[src/rtl/multicycle_ctrl_pkg.sv]
// Shared encodings for the multicycle datapath controller.
package multicycle_ctrl_pkg;

  typedef enum logic [3:0] {
    S_FETCH, S_DECODE, S_MEMADR, S_MEMRD, S_MEMWB, S_MEMWR, S_RTEXEC,
    S_RTWB, S_BRANCH, S_ADDIEX, S_ADDIWB, S_JUMP, S_ILLEGAL
  } state_e;

  localparam logic [5:0] OP_RTYPE = 6'b000000;
  localparam logic [5:0] OP_LW    = 6'b100011;
  localparam logic [5:0] OP_SW    = 6'b101011;
  localparam logic [5:0] OP_BEQ   = 6'b000100;
  localparam logic [5:0] OP_ADDI  = 6'b001000;
  localparam logic [5:0] OP_J     = 6'b000010;

  localparam logic [1:0] SRCB_B     = 2'b00;
  localparam logic [1:0] SRCB_4     = 2'b01;
  localparam logic [1:0] SRCB_IMM   = 2'b10;
  localparam logic [1:0] SRCB_SHIMM = 2'b11;

  localparam logic [1:0] ALUOP_ADD   = 2'b00;
  localparam logic [1:0] ALUOP_SUB   = 2'b01;
  localparam logic [1:0] ALUOP_FUNCT = 2'b10;

  localparam logic [1:0] PCSRC_ALU    = 2'b00;
  localparam logic [1:0] PCSRC_ALUOUT = 2'b01;
  localparam logic [1:0] PCSRC_JUMP   = 2'b10;

  typedef struct packed {
    logic       pc_write;
    logic       pc_write_cond;
    logic       i_or_d;
    logic       mem_read;
    logic       mem_write;
    logic       ir_write;
    logic       reg_dst;
    logic       mem_to_reg;
    logic       reg_write;
    logic       alu_src_a;
    logic [1:0] alu_src_b;
    logic [1:0] alu_op;
    logic [1:0] pc_source;
    logic       illegal_op;
  } ctrl_t;

endpackage

[src/rtl/multicycle_ctrl_out_decode.sv]
// Moore control-word decode: one control word per FSM state.
module ctrl_out_decode
  import multicycle_ctrl_pkg::*;
(
  input  state_e state_i,
  output ctrl_t  ctrl_o
);

  // Every field defaults to 0; each state raises only its own strobes.
  always_comb begin
    ctrl_o = '0;
    case (state_i)
      S_FETCH: begin
        ctrl_o.mem_read  = 1'b1;
        ctrl_o.ir_write  = 1'b1;
        ctrl_o.pc_write  = 1'b1;
        ctrl_o.alu_src_b = SRCB_4;
        ctrl_o.alu_op    = ALUOP_ADD;
        ctrl_o.pc_source = PCSRC_ALU;
      end
      S_DECODE: begin
        ctrl_o.alu_src_b = SRCB_SHIMM;
        ctrl_o.alu_op    = ALUOP_ADD;
      end
      S_MEMADR, S_ADDIEX: begin
        ctrl_o.alu_src_a = 1'b1;
        ctrl_o.alu_src_b = SRCB_IMM;
        ctrl_o.alu_op    = ALUOP_ADD;
      end
      S_MEMRD: begin
        ctrl_o.mem_read = 1'b1;
        ctrl_o.i_or_d   = 1'b1;
      end
      S_MEMWR: begin
        ctrl_o.mem_write = 1'b1;
        ctrl_o.i_or_d    = 1'b1;
      end
      S_MEMWB: begin
        ctrl_o.reg_write  = 1'b1;
        ctrl_o.mem_to_reg = 1'b1;
      end
      S_RTEXEC: begin
        ctrl_o.alu_src_a = 1'b1;
        ctrl_o.alu_src_b = SRCB_B;
        ctrl_o.alu_op    = ALUOP_FUNCT;
      end
      S_RTWB: begin
        ctrl_o.reg_write = 1'b1;
        ctrl_o.reg_dst   = 1'b1;
      end
      S_BRANCH: begin
        ctrl_o.alu_src_a     = 1'b1;
        ctrl_o.alu_src_b     = SRCB_B;
        ctrl_o.alu_op        = ALUOP_SUB;
        ctrl_o.pc_write_cond = 1'b1;
        ctrl_o.pc_source     = PCSRC_ALUOUT;
      end
      S_ADDIWB: ctrl_o.reg_write = 1'b1;
      S_JUMP: begin
        ctrl_o.pc_write  = 1'b1;
        ctrl_o.pc_source = PCSRC_JUMP;
      end
      S_ILLEGAL: ctrl_o.illegal_op = 1'b1;
      default: ctrl_o = '0;
    endcase
  end

endmodule

[src/rtl/multicycle_ctrl.sv]
// Multicycle MIPS-style main controller: state register plus Moore decode.
module multicycle_ctrl
  import multicycle_ctrl_pkg::*;
(
  input  logic       clk,
  input  logic       rst_n,
  input  logic [5:0] opcode,
  input  logic       mem_ready,
  output logic       pc_write,
  output logic       pc_write_cond,
  output logic       i_or_d,
  output logic       mem_read,
  output logic       mem_write,
  output logic       ir_write,
  output logic       reg_dst,
  output logic       mem_to_reg,
  output logic       reg_write,
  output logic       alu_src_a,
  output logic [1:0] alu_src_b,
  output logic [1:0] alu_op,
  output logic [1:0] pc_source,
  output logic       illegal_op
);

  state_e state_q, state_d;
  // active_q stays low until the first edge after reset release, so the
  // first FETCH cycle is a whole clock cycle and outputs are dark in reset.
  logic   active_q;
  ctrl_t  dec, ctrl;

  // Next-state selection; opcode is consulted only in DECODE and MEMADR.
  always_comb begin
    state_d = state_q;
    case (state_q)
      S_FETCH:  if (mem_ready) state_d = S_DECODE;
      S_DECODE: begin
        case (opcode)
          OP_RTYPE:     state_d = S_RTEXEC;
          OP_LW, OP_SW: state_d = S_MEMADR;
          OP_BEQ:       state_d = S_BRANCH;
          OP_ADDI:      state_d = S_ADDIEX;
          OP_J:         state_d = S_JUMP;
          default:      state_d = S_ILLEGAL;
        endcase
      end
      S_MEMADR: begin
        if (opcode == OP_LW)      state_d = S_MEMRD;
        else if (opcode == OP_SW) state_d = S_MEMWR;
        else                      state_d = S_ILLEGAL;
      end
      S_MEMRD:  if (mem_ready) state_d = S_MEMWB;
      S_MEMWR:  if (mem_ready) state_d = S_FETCH;
      S_RTEXEC: state_d = S_RTWB;
      S_ADDIEX: state_d = S_ADDIWB;
      S_MEMWB, S_RTWB, S_BRANCH, S_ADDIWB, S_JUMP, S_ILLEGAL:
                state_d = S_FETCH;
      default:  state_d = S_FETCH;
    endcase
  end

  // State register; reset forces FETCH asynchronously.
  always_ff @(posedge clk or negedge rst_n) begin
    if (!rst_n) begin
      state_q  <= S_FETCH;
      active_q <= 1'b0;
    end else begin
      active_q <= 1'b1;
      if (active_q) state_q <= state_d;
    end
  end

  ctrl_out_decode u_dec (
    .state_i (state_q),
    .ctrl_o  (dec)
  );

  // Gate the word while inactive; FETCH only commits IR/PC on mem_ready.
  always_comb begin
    ctrl = active_q ? dec : '0;
    if (state_q == S_FETCH && !mem_ready) begin
      ctrl.ir_write = 1'b0;
      ctrl.pc_write = 1'b0;
    end
  end

  assign pc_write      = ctrl.pc_write;
  assign pc_write_cond = ctrl.pc_write_cond;
  assign i_or_d        = ctrl.i_or_d;
  assign mem_read      = ctrl.mem_read;
  assign mem_write     = ctrl.mem_write;
  assign ir_write      = ctrl.ir_write;
  assign reg_dst       = ctrl.reg_dst;
  assign mem_to_reg    = ctrl.mem_to_reg;
  assign reg_write     = ctrl.reg_write;
  assign alu_src_a     = ctrl.alu_src_a;
  assign alu_src_b     = ctrl.alu_src_b;
  assign alu_op        = ctrl.alu_op;
  assign pc_source     = ctrl.pc_source;
  assign illegal_op    = ctrl.illegal_op;

endmodule
[config.mk]
export PLATFORM = sky130hd
export DESIGN_NAME = multicycle_ctrl
export DESIGN_NICKNAME = d
export VERILOG_FILES = /design/src/rtl/multicycle_ctrl_pkg.sv /design/src/rtl/multicycle_ctrl_out_decode.sv /design/src/rtl/multicycle_ctrl.sv
export SDC_FILE = /design/constraint.sdc
export NUM_CORES = 1
export LEC_CHECK = 0
export ABC_AREA = 0
export BUFFER_PORTS_ARGS = -buffer_cell sky130_fd_sc_hd__buf_2
export CAP_MARGIN = 5
export CORE_MARGIN = 5
export CORE_UTILIZATION = 42
export CTS_CLUSTER_DIAMETER = 40
export CTS_CLUSTER_SIZE = 12
export DETAILED_ROUTE_END_ITERATION = 16
export HOLD_SLACK_MARGIN = 0.1
export PLACE_DENSITY_LB_ADDON = 0.05
export SLEW_MARGIN = 20
export SYNTH_ARGS = -nofsm -noshare
export SYNTH_HDL_FRONTEND = slang
export SYNTH_SLANG_ARGS = --single-unit
[constraint.sdc]
create_clock -name clk -period 1.4 [get_ports clk]
set_input_delay 0 -clock clk [delete_from_list [all_inputs] [get_ports clk]]
set_output_delay 0 -clock clk [all_outputs]
set_load 0.1 [all_outputs]
==> key figures, run 1 <==
Place
  – Area after DPL: between 0.001 and 0.0015 mm2
  – Final HPWL DP: approximately 2000 um
  – Worst slack, placed: -152 ps
  – GPL Wtd Cong: 0.847
  – I/O Buffers: 25

Synth
  – Syn Inst Count: around 90
  – Sequential cell area fraction in the yosys report: 20.0%
  – Synth Register Bits: 5
  – Synth unique cells: 40
  – Synthesized Nets: between 90 and 100
  – Post-synth ARST share: between 90% and 100%
  – Post-Syn Area: ~630 um2
  – Number of synthesized flops with an enable pin: 0
  – Ys Warns: 0
  – Syn Area/Cell: about 7 um2
  – Ys flop type: dfrtp_1

Floorplanning
  – Row cnt: 14
  – Io pins: 26
  – Die Y: between 40 and 50 um
  – Initial Utilization: 43.1%
  – Die X-Extent: 48.6 um

CTS
  – Sink Count: 5
  – Post-CTS Setup Bufs: 8
  – H-Tree Depth: 1
  – Total CTS buffers: 3
  – Clock tree buffer depth: 2
  – Root Buffer Master: clkbuf_4
  – CTS Hold Bufs: 1
  – PostCTS Resize Cnt: 22

Status
  – Status: did not finish
  – Stop err: [ERROR DPL-0038] Utilization greater than 100%, impossible to legalize
  – Halt Stage: clock tree synthesis
-- kinds of logic after synthesis --
kind of cell	synth area share, %
simple gates	39.9
compound gates	25.6
buf+inv	8.18
flops	20.0
xor+xnor	4.19
mux	1.60
other cells	0.598
-- per-stage QoR --
stage / hold slack [ps] / cells
2_1_floorplan: -296 / 88
3_3_place_gp: -188 / 144
3_5_place_dp: -181 / 144
-- synthesized netlist by cell type, drive strengths merged (2+ instances only) --
cell type | n | area (um2)
nor2 | 13 | 48.8
nor3 | 10 | 50.1
buf | 7 | 40.0
nand2 | 7 | 26.3
dfrtp | 5 | 125
a21oi | 4 | 20.0
o21ai | 4 | 20.0
inv | 3 | 11.3
nand3 | 3 | 15.0
nor2b | 3 | 18.8
a221oi | 2 | 35.0
and3 | 2 | 13.8
nor4b | 2 | 17.5
o211ai | 2 | 20.0
xnor2 | 2 | 17.5
==> inputs of run 2 (changes only) <==
- CORE_AREA: default -> 5 5 66 68
- CORE_MARGIN: 5 -> default
- CORE_UTILIZATION: 42 -> default
- CTS_CLUSTER_DIAMETER: 40 -> default
- CTS_CLUSTER_SIZE: 12 -> default
- DIE_AREA: default -> 0 0 71 73
- HOLD_SLACK_MARGIN: 0.1 -> default
- PLACE_DENSITY_LB_ADDON: 0.05 -> 0.15
- clock period: 1.4 -> 1.82 ns (I/O delays scaled with it)
==> key figures, run 2 <==
Status
  – Status: completed

Detailed routing
  – Routed via count: 733
  – Final WL: around 2000 um
  – Initial DRC Count: 23
  – Post-DRT Antenna Nets: 0
  – Drt pass-1 iters: 4
  – Vias/cell: 4.36
  – DRC viols: 0
  – Avg WL per Cell: roughly 12 um

Timing
  – Clock Skews: about 1.0 ps
  – Least-Margin Pin Slew: roughly 540 ps
  – Final Slew Violations: 0
  – Fmax: about 590 MHz
  – Slew HR: a little over three fifths
  – Fin. Hold Viols: 0
  – RSZ-0062 raised after global routing: false
  – Count of final setup violators: 0
  – Fin crit share: approximately 93%
  – Final min period: approximately 1700 ps
  – Hold WS: ~140 ps
  – Total negative slack: 0 ps

Place
  – Final HPWL DP: 1710 um (-16%)
  – GPL Wtd Cong: 0.774 (-8.6%)
  – I/O Buffers: 25 (unchanged)

Global routing
  – Initial antenna violation count: 0
  – Gr usage total: roughly 8.4%
  – Vias in the first global route: between 700 and 800
  – Largest net degree at the start of global routing: 10
  – GRT Residual Overflow: 0
  – First-pass GRT wire length: about 3600 um

Cells and area
  – Max reg flops: 4
  – Multi-input logic area: about 530 um2
  – Sequential Area: between 100 and 150 um2
  – Most flops, register: state_q
  – Ant diodes: 0
  – Most common cell after layout, fill and taps aside: buf_12
  – Share of layout cells above drive strength 1: 44.9%
  – Syn-to-layout area delta: 93.6%
  – Most frequent cells in the layout: 17 x buf_12, 8 x nor2_1, 8 x buf_2, 7 x nand2_1, 7 x buf_4
  – Largest regs: state_q: 4 flops, active_q: 1 flops
  – Filler instances: approximately 420
  – Layout Nets: roughly 130

Floorplanning
  – Die Y: 73 um (+50%)
  – Placeable core area: between 0.003 and 0.004 mm2
  – Row cnt: 23 (+9)
  – Die ar.: ~0.0052 mm2
  – Initial Utilization: 16.5% (-27 points)
  – Die X-Extent: 71 um (+46%)
  – Io pins: 26 (unchanged)

Setup path
  – Crit end category: output port
  – CP delay by family, top: simple AND/OR/NAND/NOR gates
  – Cell Chain, Critical Path: inv_2, or3_1, nor3_2, buf_12
  – R2R setup slack: approximately 330 ps
  – R2R cell count: 4
  – Slowest CP cell: or3_1
  – Arrival @ worst endpoint: about 1700 ps
  – Largest stage delay, worst path: ~440 ps
  – Type of the worst setup path: reg -> out
  – Sum of buffers and inverters on the critical path: 2
  – R2R Path Start: state_q[3]$_DFFE_PN0P_
  – Worst reg2reg path endpoint: state_q[2]$_DFFE_PN0P_
  – Startpoint Class: flip-flop
  – CP Max Fanout: 8
  – Required time worst endpoint: between 1500 and 2000 ps

Synth
  – Synth Area in Compound Gates: 25.5% (unchanged)
  – Sequential cell area fraction in the yosys report: 20.0% (unchanged)
  – Post-Syn Area: 627 um2 (unchanged)
  – Ys Warns: 0 (unchanged)
  – Syn Inst Count: 88 (unchanged)
  – Top cells by area in the synthesized netlist: dfrtp_1 20%, nor3_1 8.0%, nor2_1 7.8%
  – Yosys top cell area share: 20.0% (unchanged)
  – Post-synthesis mux area share: 1.60% (unchanged)
  – Area leader, netlist: dfrtp_1
  – Synth unique cells: 40 (unchanged)
  – Simple-gate share of the synthesized area: 39.9% (unchanged)
  – Ys flop type: dfrtp_1
  – Top-count cell post-synth: nor2_1
  – Synth Register Bits: 5 (unchanged)
  – Number of synthesized flops with an enable pin: 0 (unchanged)
  – Largest family of logic cells by synthesized area: simple AND/OR/NAND/NOR gates
  – Post-synthesis adder-cell area fraction: 0% (unchanged)
  – Post-synth ARST share: 100% (unchanged)
  – Synth cell count leaders: 13 x nor2_1, 10 x nor3_1, 7 x nand2_1
  – Syn Area/Cell: 7.12 um2 (unchanged)
  – Synth Area in XOR/XNOR: 4.19% (unchanged)
  – Synthesized Nets: 97 (unchanged)

Power and ir drop
  – Worst IR drop on VDD: about 330 uV
  – PD cells: 1710 mW/mm2
  – Static Leakage: about 0.00047 uW

CTS
  – H-Tree Depth: 1 (unchanged)
  – CTS tree: built
  – Total CTS buffers: 3 (unchanged)
  – Sink Count: 5 (unchanged)
  – CTS clock-pin slew for the worst setup and hold paths: ~40 ps
  – Worst skew pair latency: between 200 and 250 ps
  – Clock tree buffer depth: 2 (unchanged)
  – Root Buffer Master: clkbuf_8
  – Post-CTS Setup Bufs: 0 (-8)

Run
  – Max_cap viols: 0

Min path
  – Hold crit path type: in -> async
run 2: cell counts after synthesis:
No cell type changed its count.
run 2: worst max path at each step:
| stage | from | endpoint | depth (start not counted) |
|---|---|---|---|
| floorplan | active_q$_DFF_PN0_ | alu_src_b[0] | 3 |
| global placement | state_q[1]$_DFFE_PN0P_ | state_q[1]$_DFFE_PN0P_ | 5 |
| detailed placement | state_q[2]$_DFFE_PN0P_ | state_q[2]$_DFFE_PN0P_ | 4 |
| CTS | active_q$_DFF_PN0_ | mem_read | 4 |
| global route | state_q[2]$_DFFE_PN0P_ | mem_to_reg | 4 |
| finish | active_q$_DFF_PN0_ | mem_read | 4 |
run 2: final cells by class:
| class | instances | share of cell area, % |
|---|---|---|
| sequential | 5 | 10.3 |
| clock buffer | 4 | 3.71 |
| multi-input combinational | 73 | 43.4 |
| tap | 50 | 5.15 |
| inverter | 3 | 0.928 |
| timing repair buffer | 33 | 36.5 |
run 2: stage by stage:
step,area [um2],setup slack [ps],instances,total power [uW],utilization [%]
CTS,1210,107,168,2100,31.9
global placement,1160,317,163,1890,30.5
detailed placement,1160,332,163,1890,30.5
finish,1210,133,168,2080,31.9
floorplan,718,-318,88,1380,-
global route,1210,62.5,168,2200,31.9
run 2: worst reg2reg max path, delay by kind of cell, from the launching register on:
kind | cells | cell delay, ps
simple gates | 1 | 530
compound gates | 3 | 370
flops | 1 | 450
run 2: repair_timing:
| item | CTS | global route |
|---|---|---|
| resized for setup | 0 | 0 |
| hold buffers | 1 | 0 |
| hold endpoints to repair | 5 | 0 |
run 2: cell families (layout without fill, tap and decap cells):
family | Yosys count | in the layout
and+or+nand+nor | 48 | 48
AOI/OAI and AO/OA | 20 | 20
DFF | 5 | 5
buffers and inverters | 10 | 40
xor gates and xnor gates | 3 | 3
muxes | 1 | 1
other | 1 | 1
run 2: power breakdown:
group	switching [uW]	leakage, uW	internal (uW)
combinational	1070	0.000380	596
clock	54.3	0.0000228	150
sequential	56.4	0.0000635	150
run 2: layer usage:
metal / part of all wire, % / vias up / track usage [%]
met5: 0 / - / 0
met4: 1.1 / 0 / 3.76
met3: 5.2 / 4 / 1.79
met2: 49 / 26 / 14.6
met1: 45 / 326 / 9.98
li1: - / 377 / -
Note: power is estimated with default switching activity, not from simulation.
==> inputs of run 3 (changes only) <==
- SETUP_SLACK_MARGIN: default -> 0.15
==> key figures, run 3 (synthesized netlist as in run 2, its figures left out) <==
Floorplanning
  – Placeable core area: 0.00380 mm2 (unchanged)
  – Die X-Extent: 71 um (unchanged)
  – Initial Utilization: 16.5% (unchanged)
  – Row cnt: 23 (unchanged)
  – Die ar.: 0.00518 mm2 (unchanged)
  – Io pins: 26 (unchanged)
  – Die Y: 73 um (unchanged)

CTS
  – CTS clock-pin slew for the worst setup and hold paths: 40 ps (about the same)
  – Clock tree buffer depth: 2 (unchanged)
  – Worst skew pair latency: 220 ps (about the same)
  – H-Tree Depth: 1 (unchanged)
  – Root Buffer Master: clkbuf_8
  – Total CTS buffers: 3 (unchanged)
  – Sink Count: 5 (unchanged)
  – CTS tree: built

Min path
  – Hold crit path type: in -> async

Setup path
  – R2R setup slack: 240 ps (-90 ps)
  – R2R cell count: 5 (+1)
  – Slowest CP cell: dfrtp_2
  – Worst reg2reg path endpoint: state_q[3]$_DFFE_PN0P_
  – Startpoint Class: flip-flop
  – Cell Chain, Critical Path: buf_4, and2b_2, nand2_4, nor2_4, or2_4, buf_12
  – CP Max Fanout: 6 (-2)
  – Crit end category: output port
  – Required time worst endpoint: 1820 ps (about the same)
  – Largest stage delay, worst path: 390 ps (-50 ps)
  – Arrival @ worst endpoint: 1610 ps (-80 ps)
  – R2R Path Start: state_q[0]$_DFFE_PN0P_
  – Type of the worst setup path: reg -> out

Timing
  – Clock Skews: 1.99 ps (+0.940 ps)
  – Least-Margin Pin Slew: 624 ps (+80.1 ps)
  – Fin. Hold Viols: 0 (unchanged)
  – Fin crit share: 88.7% (-4.0 points)
  – RSZ-0062 raised after global routing: false
  – Final min period: 1610 ps (-72.9 ps)
  – Count of final setup violators: 0 (unchanged)
  – Final Slew Violations: 0 (unchanged)
  – Fmax: 620 MHz (+4.5%)
  – Slew HR: 57.3% (-5.5 points)

Cells and area
  – Most frequent cells in the layout: 17 x buf_12, 10 x buf_4, 8 x buf_2
  – Layout Nets: 131 (+2.3%)
  – Largest regs: state_q: 4 flops, active_q: 1 flops
  – Max reg flops: 4 (unchanged)
  – Share of layout cells above drive strength 1: 57.0% (+12 points)
  – Ant diodes: 0 (unchanged)
  – Final instance area: 0.00132 mm2 (+8.9%)
  – Most flops, register: state_q
  – Most common cell after layout, fill and taps aside: buf_12
  – Syn-to-layout area delta: 111%

Global routing
  – GRT Residual Overflow: 0 (unchanged)
  – Gr usage total: 8.42% (-0.012 points)
  – Vias in the first global route: 755 (-4.9%)
  – Largest net degree at the start of global routing: 10 (unchanged)
  – Initial antenna violation count: 0 (unchanged)
  – First-pass GRT wire length: 3600 um (unchanged)

Detailed routing
  – Post-DRT Antenna Nets: 0 (unchanged)
  – Initial DRC Count: 17 (-26%)
  – DRC viols: 0 (unchanged)
  – Drt pass-1 iters: 4 (unchanged)
  – Final WL: 2070 um (+4.8%)
  – Avg WL per Cell: 12.1 um (+3.0%)
  – Routed via count: 751 (+2.5%)
  – Vias/cell: 4.39 (+0.66%)

Power and ir drop
  – Design Power: 2280 uW (+9.6%)
  – Worst IR drop on VDD: 358 uV (+8.6%)
  – PD cells: 1720 mW/mm2 (+0.65%)
  – Static Leakage: 0.000494 uW (+6.0%)

Place
  – Final HPWL DP: 1760 um (+2.6%)
  – GPL Wtd Cong: 0.715 (-7.5%)
  – I/O Buffers: 25 (unchanged)
  – Area after DPL: 0.00122 mm2 (+5.0%)

Status
  – Status: completed

Run
  – Max_cap viols: 0 (unchanged)
==> run 3: changes by cell type in the layout (fill, tap and decap cells not counted), sizes merged <==
| cell | change |
|---|---|
| buf | +3 |
==> run 3: layout make-up <==
cell class              count  area (um2)
clock buffers               4        45.0
repair buffers             36         465
multi-input cells          73         604
well taps                  50        62.6
inverters                   3        13.8
flip-flops and latches      5         130
fillers                   403        2480
==> run 3: layer usage <==
metal | GRT usage [%] | part of all wire (%) | vias to the layer above
li1 | - | - | 385
met1 | 10.3 | 44 | 341
met2 | 14.7 | 48 | 23
met3 | 1.52 | 6.9 | 2
met4 | 3.13 | 1.2 | 0
met5 | 0 | 0 | -
==> run 3: power breakdown <==
group	total [uW]	switching [uW]	internal [uW]	leakage [uW]
sequential	245	88.9	156	0.0000583
clock	205	55.0	150	0.0000228
combinational	1830	1130	694	0.000413
==> run 3: critical path, delay by kind of cell (launching register included) <==
family / cells / cell delay (ps)
simple gates: 4 / 670
buf+inv: 2 / 320
flops: 1 / 390
==> run 3: worst max path at each step <==
stage | cells past startpoint | from | end
3_5_place_dp | 5 | state_q[0]$_DFFE_PN0P_ | state_q[3]$_DFFE_PN0P_
3_3_place_gp | 5 | state_q[0]$_DFFE_PN0P_ | state_q[3]$_DFFE_PN0P_
5_1_grt | 6 | state_q[2]$_DFFE_PN0P_ | pc_write
2_1_floorplan | 4 | state_q[0]$_DFFE_PN0P_ | mem_write
4_1_cts | 6 | state_q[1]$_DFFE_PN0P_ | pc_write
6_report | 6 | state_q[2]$_DFFE_PN0P_ | pc_write
==> run 3: per-stage QoR <==
step	setup WS, ps	setup TNS [ps]	utilization (%)	instances	hold slack [ps]
floorplan	-207	-678	-	88	-296
global placement	219	0	32.0	165	-183
detailed placement	219	0	32.0	165	-188
CTS	145	0	34.2	170	122
global route	155	0	34.8	171	146
finish	206	0	34.8	171	118
==> run 3: repair_timing <==
item,CTS,global route
pin swaps,1,1
hold buffers,1,0
endpoints found under the setup margin,11,4
buffers inserted,0,1
hold endpoints to repair,5,0
resized for setup,8,6
==> inputs of run 4 (changes only) <==
- ABC_AREA: 0 -> 1
==> key figures, run 4 <==
Detailed routing
  – DRC viols: 0 (unchanged)
  – Vias/cell: 4.03 (-8.3%)
  – Avg WL per Cell: 10.2 um (-15%)
  – Final WL: 1870 um (-9.3%)
  – Drt pass-1 iters: 4 (unchanged)
  – Initial DRC Count: 41 (+24)
  – Post-DRT Antenna Nets: 0 (unchanged)
  – Routed via count: 737 (-1.9%)

Cells and area
  – Layout Nets: 143 (+9.2%)
  – Max reg flops: 4 (unchanged)
  – Share of layout cells above drive strength 1: 45.9% (-11 points)
  – Filler instances: 435 (+7.9%)
  – Largest regs: state_q: 4 flops, active_q: 1 flops
  – Most frequent cells in the layout: 22 x nand2_1, 15 x nor2_1, 12 x inv_1, 12 x buf_2, 10 x clkbuf_4
  – Most flops, register: state_q
  – Syn-to-layout area delta: 69.6%
  – Finished Core Util: 26.1% (-8.7 points)
  – Ant diodes: 0 (unchanged)
  – Most common cell after layout, fill and taps aside: nand2_1

CTS
  – Worst skew pair latency: 220 ps (about the same)
  – CTS tree: built
  – H-Tree Depth: 1 (unchanged)
  – CTS clock-pin slew for the worst setup and hold paths: 30 ps (about the same)
  – Total CTS buffers: 3 (unchanged)
  – Clock tree buffer depth: 2 (unchanged)
  – Root Buffer Master: clkbuf_8
  – Sink Count: 5 (unchanged)

Status
  – Status: completed

Floorplanning
  – Placeable core area: 0.00380 mm2 (unchanged)
  – Die ar.: 0.00518 mm2 (unchanged)
  – Die X-Extent: 71 um (unchanged)
  – Die Y: 73 um (unchanged)
  – Io pins: 26 (unchanged)
  – Initial Utilization: 15.4% (-1.1 points)
  – Row cnt: 23 (unchanged)

Setup path
  – Worst Setup SP: state_q[1]$_DFFE_PN0P_
  – Cell count along the critical path: 6 (unchanged)
  – Required time worst endpoint: 1820 ps (about the same)
  – Arrival @ worst endpoint: 1680 ps (+70 ps)
  – CP Max Fanout: 7 (+1)
  – Sum of buffers and inverters on the critical path: 1 (-1)
  – Largest stage delay, worst path: 470 ps (+80 ps)
  – R2R cell count: 7 (+2)
  – CP delay by family, top: simple AND/OR/NAND/NOR gates
  – Startpoint Class: flip-flop
  – Slowest CP cell: dfrtp_2
  – R2R Path Start: state_q[0]$_DFFE_PN0P_
  – Crit end category: output port
  – Crit path top cell by count: nor2_4
  – Type of the worst setup path: reg -> out
  – Cell Chain, Critical Path: nor2_4, nand2_2, nor2_4, nor3_4, or2_2, buf_4

Global routing
  – Vias in the first global route: 757 (+0.26%)
  – Largest net degree at the start of global routing: 9 (-1)
  – First-pass GRT wire length: 3180 um (-12%)
  – GRT Residual Overflow: 0 (unchanged)
  – Gr usage total: 7.52% (-0.90 points)
  – Initial antenna violation count: 0 (unchanged)

Synth
  – Post-synth ARST share: 100% (unchanged)
  – Ys Warns: 0 (unchanged)
  – Area leader, netlist: dfrtp_1
  – Yosys top cell area share: 21.4% (+1.5 points)
  – Number of synthesized flops with an enable pin: 0 (unchanged)
  – Synth cell count leaders: 23 x nor2_1, 22 x nand2_1, 13 x inv_1
  – Top-count cell post-synth: nor2_1
  – Syn Area/Cell: 5.73 um2 (-20%)
  – Ys flop type: dfrtp_1
  – Post-Syn Area: 584 um2 (-6.8%)
  – Sequential cell area fraction in the yosys report: 21.4% (+1.5 points)
  – Syn Inst Count: 102 (+16%)
  – Synth unique cells: 24 (-40%)
  – Synthesized Nets: 111 (+14%)
  – Synth Register Bits: 5 (unchanged)
  – Top cells by area in the synthesized netlist: dfrtp_1 21%, nor2_1 15%, nand2_1 14%

Timing
  – Final min period: 1680 ps (+64.3 ps)
  – Count of final setup violators: 0 (unchanged)
  – Slew HR: 62.6% (+5.3 points)
  – Fin. Hold Viols: 0 (unchanged)
  – Fin crit share: 92.2% (+3.5 points)
  – Least-Margin Pin Slew: 560 ps (-64.7 ps)
  – Final Slew Violations: 0 (unchanged)
  – Clock Skews: 0.586 ps (-1.40 ps)
  – Fmax: 596 MHz (-3.8%)
  – RSZ-0062 raised after global routing: true
  – Total negative slack: 0 ps (unchanged)

Power and ir drop
  – PD cells: 1750 mW/mm2 (+1.7%)
  – Static Leakage: 0.000459 uW (-7.0%)
  – Worst IR drop on VDD: 313 uV (-13%)

Place
  – Final HPWL DP: 1570 um (-11%)
  – GPL Wtd Cong: 0.835 (+17%)
  – I/O Buffers: 25 (unchanged)

Min path
  – Hold crit path type: in -> async

Run
  – Max_cap viols: 0 (unchanged)
run 4: path summary, 6_finish.rpt:
path / endpoint / slack, ps
min reg2reg: state_q[0]$_DFFE_PN0P_ / 670
max: pc_write / 140
max in group asynchronous: state_q[1]$_DFFE_PN0P_ / 1550
max reg2reg: state_q[1]$_DFFE_PN0P_ / 240
min in group clk: state_q[1]$_DFFE_PN0P_ / 270
min: active_q$_DFF_PN0_ / 130
run 4: kinds of logic (layout without fill, tap and decap cells):
logic type | after synthesis | after routing | share of synthesized area, %
other | 1 | 1 | 0.642
buffers and inverters | 16 | 47 | 11.1
flip-flops | 5 | 5 | 21.4
AO/OA/AOI/OAI | 14 | 14 | 14.8
AND/OR/NAND/NOR | 66 | 66 | 52.0
run 4: per-layer routing:
layer,vias up,routed length (um),GRT usage [%]
li1,383,-,-
met3,2,58,0.826
met4,0,30,5.01
met5,-,0,0
met1,341,803,9.01
met2,11,982,12.7
run 4: per-stage QoR:
| step | hold WS, ps | cell area, um2 | setup slack, ps | power [uW] | std cells |
|---|---|---|---|---|---|
| after global routing | 139 | 991 | 58.6 | 1850 | 183 |
| after detailed placement | -183 | 887 | 236 | 1480 | 177 |
| after floorplan | -296 | 684 | -334 | 1260 | 102 |
| after CTS | 124 | 953 | 117 | 1710 | 182 |
| after global placement | -182 | 887 | 282 | 1490 | 177 |
| final | 130 | 991 | 142 | 1740 | 183 |
run 4: layout make-up:
class / instances / area, um2 / area share [%]
Clock buffer: 4 / 45.0 / 4.55
Inverter: 15 / 57.6 / 5.81
Multi-Input combinational cell: 81 / 503 / 50.8
Sequential cell: 5 / 128 / 12.9
Tap cell: 50 / 62.6 / 6.31
Timing Repair Buffer: 28 / 195 / 19.7
run 4: power by group:
group	switching [uW]	internal (uW)	total, uW
Clock	49.1	150	199
Combinational	1010	318	1330
Sequential	61.0	150	211
Total	1120	618	1740
run 4: timing repair:
action	4_1_cts	5_1_grt
hold buffers	1	0
buffers inserted	0	1
pin swaps	0	1
setup endpoints to repair	3	15
endpoints found under the hold margin	5	0
resized for setup	4	11
